File: config.mk
export PLATFORM = sky130hd
export DESIGN_NAME = forward_ctrl_unit
export DESIGN_NICKNAME = d
export VERILOG_FILES = /design/src/rtl/cpu_pipe_pkg.sv /design/src/rtl/fwd_match.sv /design/src/rtl/forward_ctrl_unit.sv
export SDC_FILE = /design/constraint.sdc
export NUM_CORES = 1
export LEC_CHECK = 0
export ABC_AREA = 1
export BUFFER_PORTS_ARGS = -buffer_cell sky130_fd_sc_hd__buf_2
export CORE_ASPECT_RATIO = 1.5
export CORE_MARGIN = 4
export CORE_UTILIZATION = 50
export DETAILED_ROUTE_END_ITERATION = 12
export GPL_TIMING_DRIVEN = 0
export PLACE_DENSITY = 0.79
export SLEW_MARGIN = 20
export SYNTH_ARGS = -nofsm -noshare
export SYNTH_HDL_FRONTEND = slang
export SYNTH_SLANG_ARGS = --single-unit
File: constraint.sdc
create_clock -name clk -period 1.8 [get_ports clk]
set_input_delay 0.09 -clock clk [delete_from_list [all_inputs] [get_ports clk]]
set_output_delay 0.09 -clock clk [all_outputs]
set_load 0.05 [all_outputs]
File: src/rtl/cpu_pipe_pkg.sv
// Shared pipeline definitions: forwarding-mux select codes and the per-stage
// destination-register record tracked by the forwarding/hazard logic.
package cpu_pipe_pkg;

    localparam int REG_W = 5;

    localparam logic [1:0] FWD_RF    = 2'b00;
    localparam logic [1:0] FWD_EXMEM = 2'b01;
    localparam logic [1:0] FWD_MEMWB = 2'b10;

    typedef struct packed {
        logic             valid;
        logic [REG_W-1:0] rd;
        logic             regwrite;
        logic             memread;
    } slot_t;

    localparam slot_t SLOT_BUBBLE = '0;

endpackage

File: src/rtl/fwd_match.sv
// One producer-vs-source comparator: true when a live writer of a non-zero
// register targets the source register that the consumer actually reads.
module fwd_match #(
    parameter int W = 5
) (
    input  logic         valid,
    input  logic         regwrite,
    input  logic [W-1:0] rd,
    input  logic         used,
    input  logic [W-1:0] src,
    output logic         hit
);

    assign hit = valid && regwrite && (rd != '0) && used && (rd == src);

endmodule

File: src/rtl/forward_ctrl_unit.sv
// Forwarding and load-use hazard controller: tracks EX/MEM/WB destination
// metadata, drives the EX operand-mux selects and a one-cycle IF/ID stall.
module forward_ctrl_unit #(
    parameter int REG_W = 5,
    parameter int CNT_W = 16
) (
    input  logic             clk,
    input  logic             rst_n,
    input  logic             id_valid,
    input  logic [REG_W-1:0] id_rs,
    input  logic [REG_W-1:0] id_rt,
    input  logic             id_use_rs,
    input  logic             id_use_rt,
    input  logic [REG_W-1:0] id_rd,
    input  logic             id_regwrite,
    input  logic             id_memread,
    input  logic             flush,
    output logic [1:0]       fwd_a_sel,
    output logic [1:0]       fwd_b_sel,
    output logic             stall,
    output logic [CNT_W-1:0] stall_count
);

    import cpu_pipe_pkg::*;

    slot_t            ex_q, mem_q, wb_q;
    logic [REG_W-1:0] ex_rs_q, ex_rt_q;
    logic             ex_use_rs_q, ex_use_rt_q;

    logic mem_a_hit, wb_a_hit, mem_b_hit, wb_b_hit;
    logic haz_rs_hit, haz_rt_hit;
    logic issue;

    fwd_match #(.W(REG_W)) u_mem_a (
        .valid(mem_q.valid), .regwrite(mem_q.regwrite), .rd(mem_q.rd),
        .used(ex_use_rs_q), .src(ex_rs_q), .hit(mem_a_hit)
    );
    fwd_match #(.W(REG_W)) u_wb_a (
        .valid(wb_q.valid), .regwrite(wb_q.regwrite), .rd(wb_q.rd),
        .used(ex_use_rs_q), .src(ex_rs_q), .hit(wb_a_hit)
    );
    fwd_match #(.W(REG_W)) u_mem_b (
        .valid(mem_q.valid), .regwrite(mem_q.regwrite), .rd(mem_q.rd),
        .used(ex_use_rt_q), .src(ex_rt_q), .hit(mem_b_hit)
    );
    fwd_match #(.W(REG_W)) u_wb_b (
        .valid(wb_q.valid), .regwrite(wb_q.regwrite), .rd(wb_q.rd),
        .used(ex_use_rt_q), .src(ex_rt_q), .hit(wb_b_hit)
    );

    // Hazard check compares the decoding instruction against the load in EX.
    fwd_match #(.W(REG_W)) u_haz_rs (
        .valid(ex_q.valid), .regwrite(ex_q.regwrite), .rd(ex_q.rd),
        .used(id_use_rs), .src(id_rs), .hit(haz_rs_hit)
    );
    fwd_match #(.W(REG_W)) u_haz_rt (
        .valid(ex_q.valid), .regwrite(ex_q.regwrite), .rd(ex_q.rd),
        .used(id_use_rt), .src(id_rt), .hit(haz_rt_hit)
    );

    // MEM is checked first so the youngest in-flight value wins.
    always_comb begin
        fwd_a_sel = FWD_RF;
        fwd_b_sel = FWD_RF;
        if (mem_a_hit)     fwd_a_sel = FWD_EXMEM;
        else if (wb_a_hit) fwd_a_sel = FWD_MEMWB;
        if (mem_b_hit)     fwd_b_sel = FWD_EXMEM;
        else if (wb_b_hit) fwd_b_sel = FWD_MEMWB;
    end

    assign stall = id_valid && !flush && ex_q.memread && (haz_rs_hit || haz_rt_hit);
    assign issue = id_valid && !flush && !stall;

    // NOTE: pipeline state uses non-blocking assignments so MEM and WB pick up
    // the pre-edge EX/MEM contents, giving a true shift rather than a fall-through.
    always_ff @(posedge clk or negedge rst_n) begin
        if (!rst_n) begin
            ex_q        <= SLOT_BUBBLE;
            mem_q       <= SLOT_BUBBLE;
            wb_q        <= SLOT_BUBBLE;
            ex_rs_q     <= '0;
            ex_rt_q     <= '0;
            ex_use_rs_q <= 1'b0;
            ex_use_rt_q <= 1'b0;
            stall_count <= '0;
        end else begin
            if (issue) begin
                ex_q        <= '{valid: 1'b1, rd: id_rd, regwrite: id_regwrite,
                                 memread: id_memread};
                ex_rs_q     <= id_rs;
                ex_rt_q     <= id_rt;
                ex_use_rs_q <= id_use_rs;
                ex_use_rt_q <= id_use_rt;
            end else begin
                ex_q        <= SLOT_BUBBLE;
                ex_rs_q     <= '0;
                ex_rt_q     <= '0;
                ex_use_rs_q <= 1'b0;
                ex_use_rt_q <= 1'b0;
            end
            mem_q <= ex_q;
            wb_q  <= mem_q;
            if (stall && (stall_count != '1))
                stall_count <= stall_count + CNT_W'(1);
        end
    end

endmodule

; Word-level counts from Yosys, hierarchy flattened
; Cells that the tools add are included.
[word_totals]
reg_bits = 50
out_inout_bits = 21
wordCells = 61
[classes]
n_addsub = 1
n_eq_ne = 7
n_mux = 9
n_reduce_logical = 29
[op_table]
columns = operator, n
row1 = $eq 5x5->1, 6
row2 = $logic_and 1x1->1, 23
row3 = $add 16x1->16 const B, 1
row4 = $ne 16x16->1 const B, 1
row5 = $reduce_bool 5->1, 3
row6 = $mux 5, 2
row7 = $mux 2, 4
row8 = $mux 8, 1
row9 = $logic_not 1->1, 2
row10 = $mux 1, 2
row11 = $logic_or 1x1->1, 1

; Depth between registers and ports, before layout
[logic_depth]
word_depth = 9
ltp_mapped = 12

; By module
; A second synthesis with hierarchy kept.
[unflattened]
cells_unflattened = 426
area_unflattened_um2 = 2825.2
[by_module_without_submodules]
columns = mod, n_inst, cells_per_inst, area_each_um2
row1 = forward_ctrl_unit, 1, 246, 2119.5
row2 = fwd_match, 6, 30, 117.6

; Worst setup path before layout
; OpenSTA, ideal clock, no wires.
[synth_timing]
kind = register -> register
from = register stall_count[0]
to = register stall_count[2]
setup_ps = 123
t_arrival_ps = 1816
path_slack_ps = -139
path_stages_with_launch = 9
path_buffers = 0
period_less_slack_ps = 1939
cell_sequence = dfrtp_1 -> ha_1 -> nand3_1 -> nor2_2 -> nand4_2 -> nand3_2 -> inv_1 -> nand3_1 -> nand2_1
[synth_between]
elab_chain_len = 2
elab_cells_between_ends = 3
[synth_rtl]
columns = item, line
row1 = "start, declared", forward_ctrl_unit.sv:21  ; output logic [CNT_W-1:0] stall_count
row2 = "start signal, assigned", forward_ctrl_unit.sv:104  ; stall_count <= stall_count + CNT_W'(1);
row3 = "parallel branches: the longest is 2 deep, another holds $add 16x1->16", -
; Several ways; the timed one is not identified.
; A chain may end at the register's enable or synchronous reset.

; Worst setup path in the final report
[layout_timing]
from = register ex_rt_q[2]
to = output port fwd_b_sel[0]
[layout_between]
elab_chain_len = 3
[layout_rtl]
columns = item, line
row1 = "start, declared", forward_ctrl_unit.sv:27  ; logic [REG_W-1:0] ex_rs_q, ex_rt_q;
row2 = "start signal, assigned", forward_ctrl_unit.sv:91  ; ex_rt_q <= id_rt;
row3 = $eq 5x5->1, fwd_match.sv:14  ; assign hit = valid && regwrite && (rd != '0) && used && (rd == src);
row4 = $logic_and 1x1->1, fwd_match.sv:14
row5 = via mem_b_hit, forward_ctrl_unit.sv:30  ; logic mem_a_hit, wb_a_hit, mem_b_hit, wb_b_hit;
row6 = $mux 2, forward_ctrl_unit.sv:67  ; if (mem_b_hit) fwd_b_sel = FWD_EXMEM;
row7 = "end, declared", forward_ctrl_unit.sv:19  ; output logic [1:0] fwd_b_sel,
; The timed path passes the listed nets, and every way through them passes these cells.

==> impl_results.md <==
- H-tree levels: 2
- Fin crit share: 0.973
- Crit path required time: 1710 ps
- Post-synthesis compound-gate area fraction: 0.0351
- RSZ-0062 raised after global routing: yes
- Critical Path, Cell by Cell: xnor2_2 > nand4_1 > nor4_4 > buf_4 > buf_8
- Filler instances: 460
- Maximum clock path buffer count: 2
- Synth area leader: dfrtp_1
- DR vias: roughly 2400
- Largest net degree at the start of global routing: between 50 and 60
- Flops & latches, synth: 50
- Fmax: roughly 570 MHz
- Crit path buffers/inverters: 2
- Synth cell count leaders: nand2_1 (94), inv_1 (54), dfrtp_1 (50)
- Clock-pin slew on the worst setup and hold paths: roughly 90 ps
- Cell Rows: 32
- CP max FO: 3
- Syn Nets: approximately 370
- Antenna viol nets, final: 0
- Setup CP Type: flip-flop to primary output
- Register area share after synthesis: 0.474
- Final worst slack: 48.3 ps
- Final GP Congestion: approximately 0.89
- Post-synth EDFFs: 0
- Setup TNS: 0 ps
- Critical path's top delay family: simple AND/OR/NAND/NOR gates
- Outcome: finished, violations left
- Mux cell area share after synthesis: 0
- Yosys warns: 0
- Actual slew at the worst max-slew pin: 621 ps
- Ranking of synthesized cells by area: dfrtp_1 (47%), nand2_1 (13%), inv_1 (7.7%)
- CP endpoint kind: primary output
- Num CTS Buffers: 5
- Antenna fix cells: 0
- Drt wl/cell: around 13 microns
- Final Hold Viols: 1
- Most used DFF post-synth: dfrtp_1
- Total wire length: roughly 6.3 mm
- First-pass GRT wire length: ~10 mm
- Post-Synth Adder-Cell Area: 0.00474
- Xor and xnor area share after synthesis: 0.0465
- TritonCTS clock tree: done
- Drt pass-1 iters: 4
- Vias in the first global route: around 2400
- IO Count: 44
- Grt ovf: 0
- Net count reported at finish: 431
- Clk_lat worst skew: 300 ps
- WHS: -4.57 ps
- Core ar.: about 5100 sq um
- Hold WC Path Type: primary input to flip-flop
- Top-count cell post-synth: nand2_1
- Pins Over Slew Limit: 0
- Mapped Area: about 2600 sq um
- Max cap viols: 0
- Leak: between 0.0015 and 0.002 uW
- CP arrival: approximately 1700 ps
- Tot Pwr: 2170 uW
- Min cycle time layout: approximately 1800 ps
- Via density: ~5.0
- Clk_skew: ~2.6 ps
- Area grow syn2layout: 24.5%
- Die W: roughly 67 microns
- CTS Sinks: 50
- Ys async rst share: 1.00
- Largest family of logic cells by synthesized area: simple AND/OR/NAND/NOR gates
- CTS root buf: clkbuf_8
- Pre-CTS WS: -1.31 ps
- Layout cells sized above 1: 0.230
- DR DRC count: 0
- Post-Synth Simple-Gate Area: 0.338
- Critical Path Source Type: flip-flop
- Synth Area per Inst: 7.71 sq um
- I/O Buffers: 43
- VDD IR max: between 0.4 and 0.5 mV
- Slowest CP cell: dfrtp_1
- Failing checks: negative hold slack
- Initial antenna violation count: 0
- Initial DRC count: approximately 130
- Starting density of the core: 0.515
- Post-DP HPWL: between 4 and 5 mm
- Rel. slew slack: 0.586
- Global-route usage over all layers: 0.202
- Die Ht: between 90 and 100 microns
- Synthesized instance count: approximately 340
- Die area: ~6500 sq um
- Distinct cells, synth: 30
- Top-area cell type share of the netlist area: 0.474
- Final setup viols: 0
- CP max stage delay: roughly 430 ps
- Pwr dens: about 660 nW/um^2
power breakdown:
| part | switching, uW | total, uW | leakage (uW) | internal, uW |
|---|---|---|---|---|
| registers | 28.1 | 1180 | 0.000667 | 1150 |
| clock network | 365 | 780 | 0.0000514 | 415 |
| logic | 123 | 210 | 0.00106 | 87.1 |
stage by stage:
step	std cells	utilization	hold slack, ps	cell area [sq um]
after global placement	453	0.574	304	2940
after CTS	467	0.609	3.97	3120
final	476	0.641	-4.57	3280
after detailed placement	453	0.574	306	2940
after floorplan	342	-	-206	2640
after global routing	476	0.641	4.69	3280
flip-flops by register name (all words and copies together), names as in the netlist:
name / count
ex_q: 8
ex_rs_q: 5
ex_rt_q: 5
ex_use_rs_q: 1
ex_use_rt_q: 1
mem_q: 7
stall_count: 16
wb_q: 7
final timing paths:
check	start	endpoint	slack, ps	cells past startpoint
max	ex_rt_q[2]	fwd_b_sel[0]	50	5
min	id_rd[2]	ex_q[4]	-5	3
max reg2reg	stall_count[3]	stall_count[13]	110	8
min reg2reg	mem_q[7]	wb_q[7]	380	0
max in group asynchronous	rst_n	mem_q[4]	1010	2
min in group asynchronous	rst_n	stall_count[11]	340	2
placed cells by master, fill, tap and decap left out, drive strengths merged:
cell type     n
a211oi        1
a21oi         3
a221oi        1
buf          54
bufinv        1
clkbuf        7
clkinvlp      1
dfrtp        50
dlygate4sd3   6
ha            1
inv          59
nand2        96
nand3        22
nand3b        2
nand4        15
nor2         51
nor3          7
nor4          3
o21ai        11
o22ai         1
or2           2
xnor2         9
xor2          5
layer usage:
layer,routed length (microns),vias to the layer above,GRT usage,part of all wire
met3,214,11,0.0267,0.034
met1,2190,1143,0.205,0.35
met4,113,0,0.0797,0.018
met5,0,-,0,0
met2,3810,53,0.388,0.60
li1,-,1194,-,-
timing repair:
item	4_1_cts	5_1_grt
endpoints found under the hold margin	5	50
cloned	0	0
resized for setup	4	25
hold buffers	5	1
setup endpoints to repair	5	19
buffers inserted	1	8
pin swaps	0	8
logic make-up (layout without fill, tap and decap cells):
kind of cell               Yosys count  after routing
DFF                                 50             50
buffers and inverters               62            128
AOI/OAI and AO/OA                   17             17
xor gates and xnor gates            14             14
and+or+nand+nor                    198            198
adders and majority gates            1              1
area by class of cell:
class	count	area, sq um	share of cell area
clock inverter	2	37.5	0.0114
timing repair buffer	58	377	0.115
clock buffer	6	72.6	0.0221
buffer	3	35.0	0.0107
sequential	50	1260	0.383
inverter	59	234	0.0713
multi-input combinational	230	1180	0.361
tap	68	85.1	0.0259
worst min-delay path: stages:
cell    delay [ps]
buf_2          100
inv_1           50
nor2_1          40
(Power assumes the default switching activity.)
